## src/rtl/rpn_pop_exec_pkg.sv

```systemverilog
// Shared definitions for the RPN calculator: operation codes, pop-path FSM states
// and seven-segment glyphs (active-low, segment order gfedcba).
package rpn_pop_exec_pkg;

   localparam logic [1:0] OP_ADD  = 2'b00;
   localparam logic [1:0] OP_SUB  = 2'b01;
   localparam logic [1:0] OP_MUL  = 2'b10;
   localparam logic [1:0] OP_DROP = 2'b11;

   typedef enum logic [2:0] {
      S_IDLE,
      S_RD_A,
      S_LATCH_A,
      S_LATCH_B,
      S_WRITE,
      S_FIN_DROP,
      S_ERR,
      S_DONE
   } state_t;

   localparam logic [6:0] SEG_ZERO  = 7'h40;
   localparam logic [6:0] SEG_ONE   = 7'h79;
   localparam logic [6:0] SEG_TWO   = 7'h24;
   localparam logic [6:0] SEG_THREE = 7'h30;
   localparam logic [6:0] SEG_FOUR  = 7'h19;
   localparam logic [6:0] SEG_FIVE  = 7'h12;
   localparam logic [6:0] SEG_SIX   = 7'h02;
   localparam logic [6:0] SEG_SEVEN = 7'h78;
   localparam logic [6:0] SEG_EIGHT = 7'h00;
   localparam logic [6:0] SEG_NINE  = 7'h10;
   localparam logic [6:0] SEG_E     = 7'h06;
   localparam logic [6:0] SEG_R     = 7'h2F;
   localparam logic [6:0] SEG_O     = 7'h23;
   localparam logic [6:0] SEG_OFF   = 7'h7F;

   // Glyph for digit position pos (2 = leftmost) when the top level shows "Err".
   function automatic logic [6:0] err_glyph(input logic [1:0] pos);
      logic [6:0] g;
      case (pos)
         2'd2:    g = SEG_E;
         2'd1:    g = SEG_R;
         2'd0:    g = SEG_R;
         default: g = SEG_OFF;
      endcase
      return g;
   endfunction

endpackage

```

## src/rtl/rpn_pop_exec_alu.sv

```systemverilog
// Combinational RPN ALU: R = B op A with a per-operation status flag
// (carry, borrow, or nonzero high half of the product); DROP passes A through.
module rpn_alu
   import rpn_pop_exec_pkg::*;
#(
   parameter int WIDTH = 8
) (
   input  logic [1:0]       op,
   input  logic [WIDTH-1:0] a,
   input  logic [WIDTH-1:0] b,
   output logic [WIDTH-1:0] r,
   output logic             flag
);

   logic [WIDTH:0]     sum;
   logic [WIDTH:0]     diff;
   logic [2*WIDTH-1:0] prod;

   assign sum  = {1'b0, b} + {1'b0, a};
   assign diff = {1'b0, b} - {1'b0, a};
   assign prod = {{WIDTH{1'b0}}, b} * {{WIDTH{1'b0}}, a};

   always_comb begin
      r    = a;
      flag = 1'b0;
      case (op)
         OP_ADD: begin
            r    = sum[WIDTH-1:0];
            flag = sum[WIDTH];
         end
         OP_SUB: begin
            r    = diff[WIDTH-1:0];
            flag = diff[WIDTH];
         end
         OP_MUL: begin
            r    = prod[WIDTH-1:0];
            flag = |prod[2*WIDTH-1:WIDTH];
         end
         default: begin
            r    = a;
            flag = 1'b0;
         end
      endcase
   end

endmodule

```

## src/rtl/rpn_pop_exec.sv

```systemverilog
// Pop/execute side of the RPN stack: reads one or two operands from the stack RAM,
// writes a binary result back in place and requests the new stack pointer.
module rpn_pop_exec
   import rpn_pop_exec_pkg::*;
#(
   parameter int WIDTH  = 8,
   parameter int ADDR_W = 8,
   parameter int BASE   = 1
) (
   input  logic              CLOCK_50,
   input  logic              reset,
   input  logic              start,
   input  logic [1:0]        op,
   input  logic [ADDR_W-1:0] sp,
   input  logic [WIDTH-1:0]  mem_rdata,
   output logic [ADDR_W-1:0] mem_addr,
   output logic              mem_we,
   output logic [WIDTH-1:0]  mem_wdata,
   output logic              sp_load,
   output logic [ADDR_W-1:0] sp_next,
   output logic              busy,
   output logic              done,
   output logic [WIDTH-1:0]  result,
   output logic              flag,
   output logic              err
);

   localparam logic [ADDR_W-1:0] ONE_A    = ADDR_W'(1);
   localparam logic [ADDR_W-1:0] TWO_A    = ADDR_W'(2);
   localparam logic [ADDR_W-1:0] MIN_BIN  = ADDR_W'(BASE + 2);
   localparam logic [ADDR_W-1:0] MIN_DROP = ADDR_W'(BASE + 1);

   state_t            state_reg, state_next;
   logic [1:0]        op_reg;
   logic [ADDR_W-1:0] sp_reg;
   logic [WIDTH-1:0]  a_reg, b_reg;
   logic [WIDTH-1:0]  result_reg;
   logic              flag_reg, err_reg;

   logic              accept, underflow;
   logic [WIDTH-1:0]  alu_r;
   logic              alu_flag;

   rpn_alu #(.WIDTH(WIDTH)) u_alu (
      .op   (op_reg),
      .a    (a_reg),
      .b    (b_reg),
      .r    (alu_r),
      .flag (alu_flag)
   );

   // The done cycle already reports busy=0, so a start there is honoured too.
   assign accept    = start && (state_reg == S_IDLE || state_reg == S_DONE);
   assign underflow = (op == OP_DROP) ? (sp < MIN_DROP) : (sp < MIN_BIN);

   assign busy   = !(state_reg == S_IDLE || state_reg == S_DONE);
   assign done   = (state_reg == S_DONE);
   assign result = result_reg;
   assign flag   = flag_reg;
   assign err    = err_reg;

   always_comb begin
      state_next = state_reg;
      mem_addr   = '0;
      mem_we     = 1'b0;
      mem_wdata  = '0;
      sp_load    = 1'b0;
      sp_next    = '0;
      case (state_reg)
         S_IDLE, S_DONE: begin
            state_next = S_IDLE;
            if (accept)
               state_next = underflow ? S_ERR : S_RD_A;
         end
         S_RD_A: begin
            mem_addr   = sp_reg - ONE_A;
            state_next = S_LATCH_A;
         end
         S_LATCH_A: begin
            if (op_reg == OP_DROP) begin
               state_next = S_FIN_DROP;
            end else begin
               mem_addr   = sp_reg - TWO_A;
               state_next = S_LATCH_B;
            end
         end
         S_LATCH_B: state_next = S_WRITE;
         S_WRITE: begin
            mem_addr   = sp_reg - TWO_A;
            mem_we     = 1'b1;
            mem_wdata  = alu_r;
            sp_load    = 1'b1;
            sp_next    = sp_reg - ONE_A;
            state_next = S_DONE;
         end
         S_FIN_DROP: begin
            sp_load    = 1'b1;
            sp_next    = sp_reg - ONE_A;
            state_next = S_DONE;
         end
         S_ERR:   state_next = S_DONE;
         default: state_next = S_IDLE;
      endcase
   end

   always_ff @(posedge CLOCK_50) begin
      if (reset) begin
         state_reg  <= S_IDLE;
         op_reg     <= '0;
         sp_reg     <= '0;
         a_reg      <= '0;
         b_reg      <= '0;
         result_reg <= '0;
         flag_reg   <= 1'b0;
         err_reg    <= 1'b0;
      end else begin
         state_reg <= state_next;
         if (accept) begin
            op_reg  <= op;
            sp_reg  <= sp;
            err_reg <= underflow;
         end
         if (state_reg == S_LATCH_A)
            a_reg <= mem_rdata;
         if (state_reg == S_LATCH_B)
            b_reg <= mem_rdata;
         // With op_reg = DROP the ALU passes A through and clears the flag.
         if (state_reg == S_WRITE || state_reg == S_FIN_DROP) begin
            result_reg <= alu_r;
            flag_reg   <= alu_flag;
         end
      end
   end

endmodule

```

## config.mk

```make
export PLATFORM = sky130hd
export DESIGN_NAME = rpn_pop_exec
export DESIGN_NICKNAME = d
export VERILOG_FILES = /design/src/rtl/rpn_pop_exec_pkg.sv /design/src/rtl/rpn_pop_exec_alu.sv /design/src/rtl/rpn_pop_exec.sv
export SDC_FILE = /design/constraint.sdc
export NUM_CORES = 1
export LEC_CHECK = 0
export ABC_AREA = 1
export CORE_MARGIN = 4
export CORE_UTILIZATION = 59
export CTS_BUF_LIST = sky130_fd_sc_hd__clkbuf_4
export CTS_CLUSTER_SIZE = 25
export DETAILED_ROUTE_END_ITERATION = 16
export PLACE_DENSITY_LB_ADDON = 0.3
export SLEW_MARGIN = 10
export SYNTH_ARGS = -nofsm -noshare
export SYNTH_HDL_FRONTEND = slang
export SYNTH_SLANG_ARGS = --single-unit
export TNS_END_PERCENT = 10
```

## constraint.sdc

```tcl
create_clock -name CLOCK_50 -period 5.4 [get_ports CLOCK_50]
set_input_delay 1.08 -clock CLOCK_50 [delete_from_list [all_inputs] [get_ports CLOCK_50]]
set_output_delay 1.08 -clock CLOCK_50 [all_outputs]
set_load 0.05 [all_outputs]
```

==> results.sh <==
export IMPL_outcome="finished clean"
export IMPL_clk_pin_slew_ns=0.13
export IMPL_crit_cells=19
export IMPL_wirelength_um=14280
export IMPL_gr_usage_all_layers=0.2870
export IMPL_ir_worst_vdd_mv=0.3419
export IMPL_pwr_share_clk=0.102
export IMPL_port_buffers=58
export IMPL_period_needed_ns=5.302
export IMPL_num_io_pins=59
export IMPL_hold_depth=2
export IMPL_cts_tree="yes"
export IMPL_layout_drive_gt1_share=0.1081
export IMPL_p_switching_uw=863.1
export IMPL_avgSynthCellArea_um2=6.610
export IMPL_antenna_found_initial=0
export IMPL_layout_cells_non_filler=928
export IMPL_rows=33
export IMPL_clk_path_buf_depth=2
export IMPL_routedWlPerCell_um=15.38
export IMPL_cp_max_fo=7
export IMPL_powerDensity_mw_per_mm2=267.9
export IMPL_async_reset_ff_frac=0
export IMPL_critPathMaxStageDelay_ns=0.52
export IMPL_fin_worst_skew_ns=0.01378
export IMPL_cpMaxStageDelayCell="fa_1"
export IMPL_arrival_ns=4.22
export IMPL_numCtsBuffers=5
export IMPL_cp_num_buf_inv=5
export IMPL_endpoint_kind="primary output"
export IMPL_crit_chain="ha_1 > inv_1 > fa_1 > inv_1 > fa_1 > ha_1 > inv_1 > fa_1 > inv_1 > ha_4 > nand2_2 > nand3_2 > xnor2_2 > nand2_1 > nand2_1 > nand3_1 > nand2_2 > nor2_2 > buf_12"
export IMPL_die_area_mm2=0.01010
export IMPL_ys_flop_type="dfxtp_1"
export IMPL_finalHoldViolCount=0
export IMPL_area_growth_pct=19.20
export IMPL_place_congestion=0.9490
export IMPL_synth_top_area_share=0.1554
export IMPL_drv_cap=0
export IMPL_p_seq_frac=0.268
export IMPL_synthTopCellsByArea="nand2_1 16%, dfxtp_1 15%, fa_1 15%"
export IMPL_yosysSeqAreaShare=0.1546
export IMPL_grt_pass1_wl_um=23560
export IMPL_cp_top_family="adder cells"
export IMPL_fmax_mhz=188.6
export IMPL_place_inst=905
export IMPL_place_hpwl_um=11260
export IMPL_synth_distinct_cells=36
export IMPL_initial_core_util=0.6115
export IMPL_cts_htree_levels=2
export IMPL_routed_via_density=5.508
export IMPL_p_leak_nw=3.230
export IMPL_overflow=0
export IMPL_drcViolationCount=0
export IMPL_synthTopCellsByCount="209 x nand2_1, 151 x inv_1, 65 x nor2_1"
export IMPL_cp_start_kind="flop"
export IMPL_hp_class="reg2reg"
export IMPL_insertion_delay_ns=0.37
export IMPL_worst_setup_path_type="reg2out"
export IMPL_grt_start_max_net_pins=40
export IMPL_relSlewSlack=0.5341
export IMPL_cpMostUsedCell="inv_1"
export IMPL_worstPathRequired_ns=4.32
export IMPL_first_iter_violations=299
export IMPL_fin_tns_setup_ns=0
export IMPL_syn_cell_area_mm2=0.005050
export IMPL_intPower_uw=749.7
export IMPL_setup_viol=0
export IMPL_final_max_slew_viol_count=0
export IMPL_clk_root_buffer_cell="clkbuf_4"
export IMPL_diodes=0
export IMPL_dieWidth_um=100.5
export IMPL_worst_pin_slew_ns=0.6970
export IMPL_post_synth_top_count_cell="nand2_1"
export IMPL_cts_sinks=39
export IMPL_dr_total_vias=5111
export IMPL_syn_nets=878
export IMPL_p_comb_frac=0.630
export IMPL_fin_hold_ws_ns=0.4818
export IMPL_period_share=0.9818
export IMPL_cts_hold_buf=0
export IMPL_reg2regPathDepth=20
export IMPL_synth_warnings=0
export IMPL_switching_share=0.5352
export IMPL_synth_area_leader_cell="nand2_1"
export IMPL_nets=936
export IMPL_core_area_mm2=0.008258
export IMPL_fillers=642
export IMPL_synth_seq_cells=39
export IMPL_synth_cells=764
export IMPL_firstDrtPassIters=6
export IMPL_synth_edf_count=0
export IMPL_grt_pass1_vias=5145
export IMPL_ant_nets=0
export IMPL_die_height_um=100.5
-- metrics by stage --
| stage | worst slack [ns] | power (mW) | area, um2 | utilization |
|---|---|---|---|---|
| after detailed placement | 0.1645 | 1.391 | 5728 | 0.6936 |
| after CTS | -0.01880 | 1.571 | 5856 | 0.7091 |
| after global placement | 0.2450 | 1.378 | 5728 | 0.6936 |
| after floorplan | 0.2002 | 1.128 | 5052 | - |
| after global routing | -0.03494 | 1.728 | 6020 | 0.7289 |
| final | 0.09841 | 1.613 | 6020 | 0.7289 |
-- metal layers --
metal  vias up  wire length (um)  GRT usage
met5         -                 0          0
met4         0               325    0.08912
met3        32              1029    0.04567
li1       2480                 -          -
met1      2393              5807     0.3659
met2       206              7115     0.4985
-- kinds of logic (layout without fill, tap and decap cells) --
kind of cell / after synthesis / after routing / share of synthesized area
flops: 39 / 39 / 0.1546
fa+ha+maj: 93 / 93 / 0.2869
buf+inv: 189 / 248 / 0.1420
compound gates: 96 / 96 / 0.1179
simple gates: 332 / 332 / 0.2725
xor+xnor: 15 / 15 / 0.02601
-- area by class of cell --
| type | count | area [um2] | share of cell area |
|---|---|---|---|
| Clock buffer | 5 | 37.54 | 0.006236 |
| Multi-Input combinational cell | 536 | 3642 | 0.6051 |
| Clock inverter | 3 | 23.77 | 0.003949 |
| Inverter | 160 | 600.6 | 0.09977 |
| Sequential cell | 39 | 810.8 | 0.1347 |
| Timing Repair Buffer | 80 | 773.2 | 0.1285 |
| Tap cell | 105 | 131.4 | 0.02182 |
-- what timing repair did --
action / CTS / global route
setup buffers: 4 / 11
pin swaps: 0 / 9
resized for setup: 17 / 20
endpoints found under the setup margin: 3 / 4
endpoints found under the hold margin: 0 / 0
-- final timing paths --
| check | start | to | slack [ns] |
|---|---|---|---|
| max | a_reg[2] | mem_wdata[6] | 0.1 |
| min reg2reg | flag | flag | 0.48 |
| max reg2reg | b_reg[6] | flag | 0.77 |
| min | flag | flag | 0.48 |
-- worst reg2reg max path: stages, from the launching register on --
cell and delay (ns):
dfxtp_1 0.62, nand2_1 0.18, fa_1 0.55, fa_1 0.44, fa_1 0.54, inv_1 0.05
fa_1 0.49, ha_1 0.41, nand2_1 0.13, nor2_1 0.19, nand2_1 0.11, nand2_1 0.08
nand2_1 0.04, nand2_1 0.05, nand2_1 0.04, nor2_1 0.15, nand3_1 0.18, nand2_1 0.12
nand2_1 0.05, nand2_1 0.05, a21oi_1 0.05
-- layout by cell type, fill, tap and decap left out, types with 23 or more instances in the layout --
master | synthesis | routed
nor2_1 | 65 | 63
nand2_1 | 209 | 205
ha_1 | 55 | 52
a21oi_1 | 40 | 39
inv_1 | 151 | 149
fa_1 | 38 | 36
nand3_1 | 29 | 28
buf_4 | 0 | 23
dfxtp_1 | 39 | 29
clkdlybuf4s50_1 | 0 | 54
-- power by group through the flow --
stage | logic [mW] | clock network (mW) | registers [mW]
final | 1.02 | 0.165 | 0.433
after floorplan | 0.743 | 0 | 0.385
after detailed placement | 0.954 | 0 | 0.437
after global placement | 0.945 | 0 | 0.433
after CTS | 0.971 | 0.168 | 0.433
after global routing | 1.11 | 0.181 | 0.441
(Power assumes the default switching activity.)
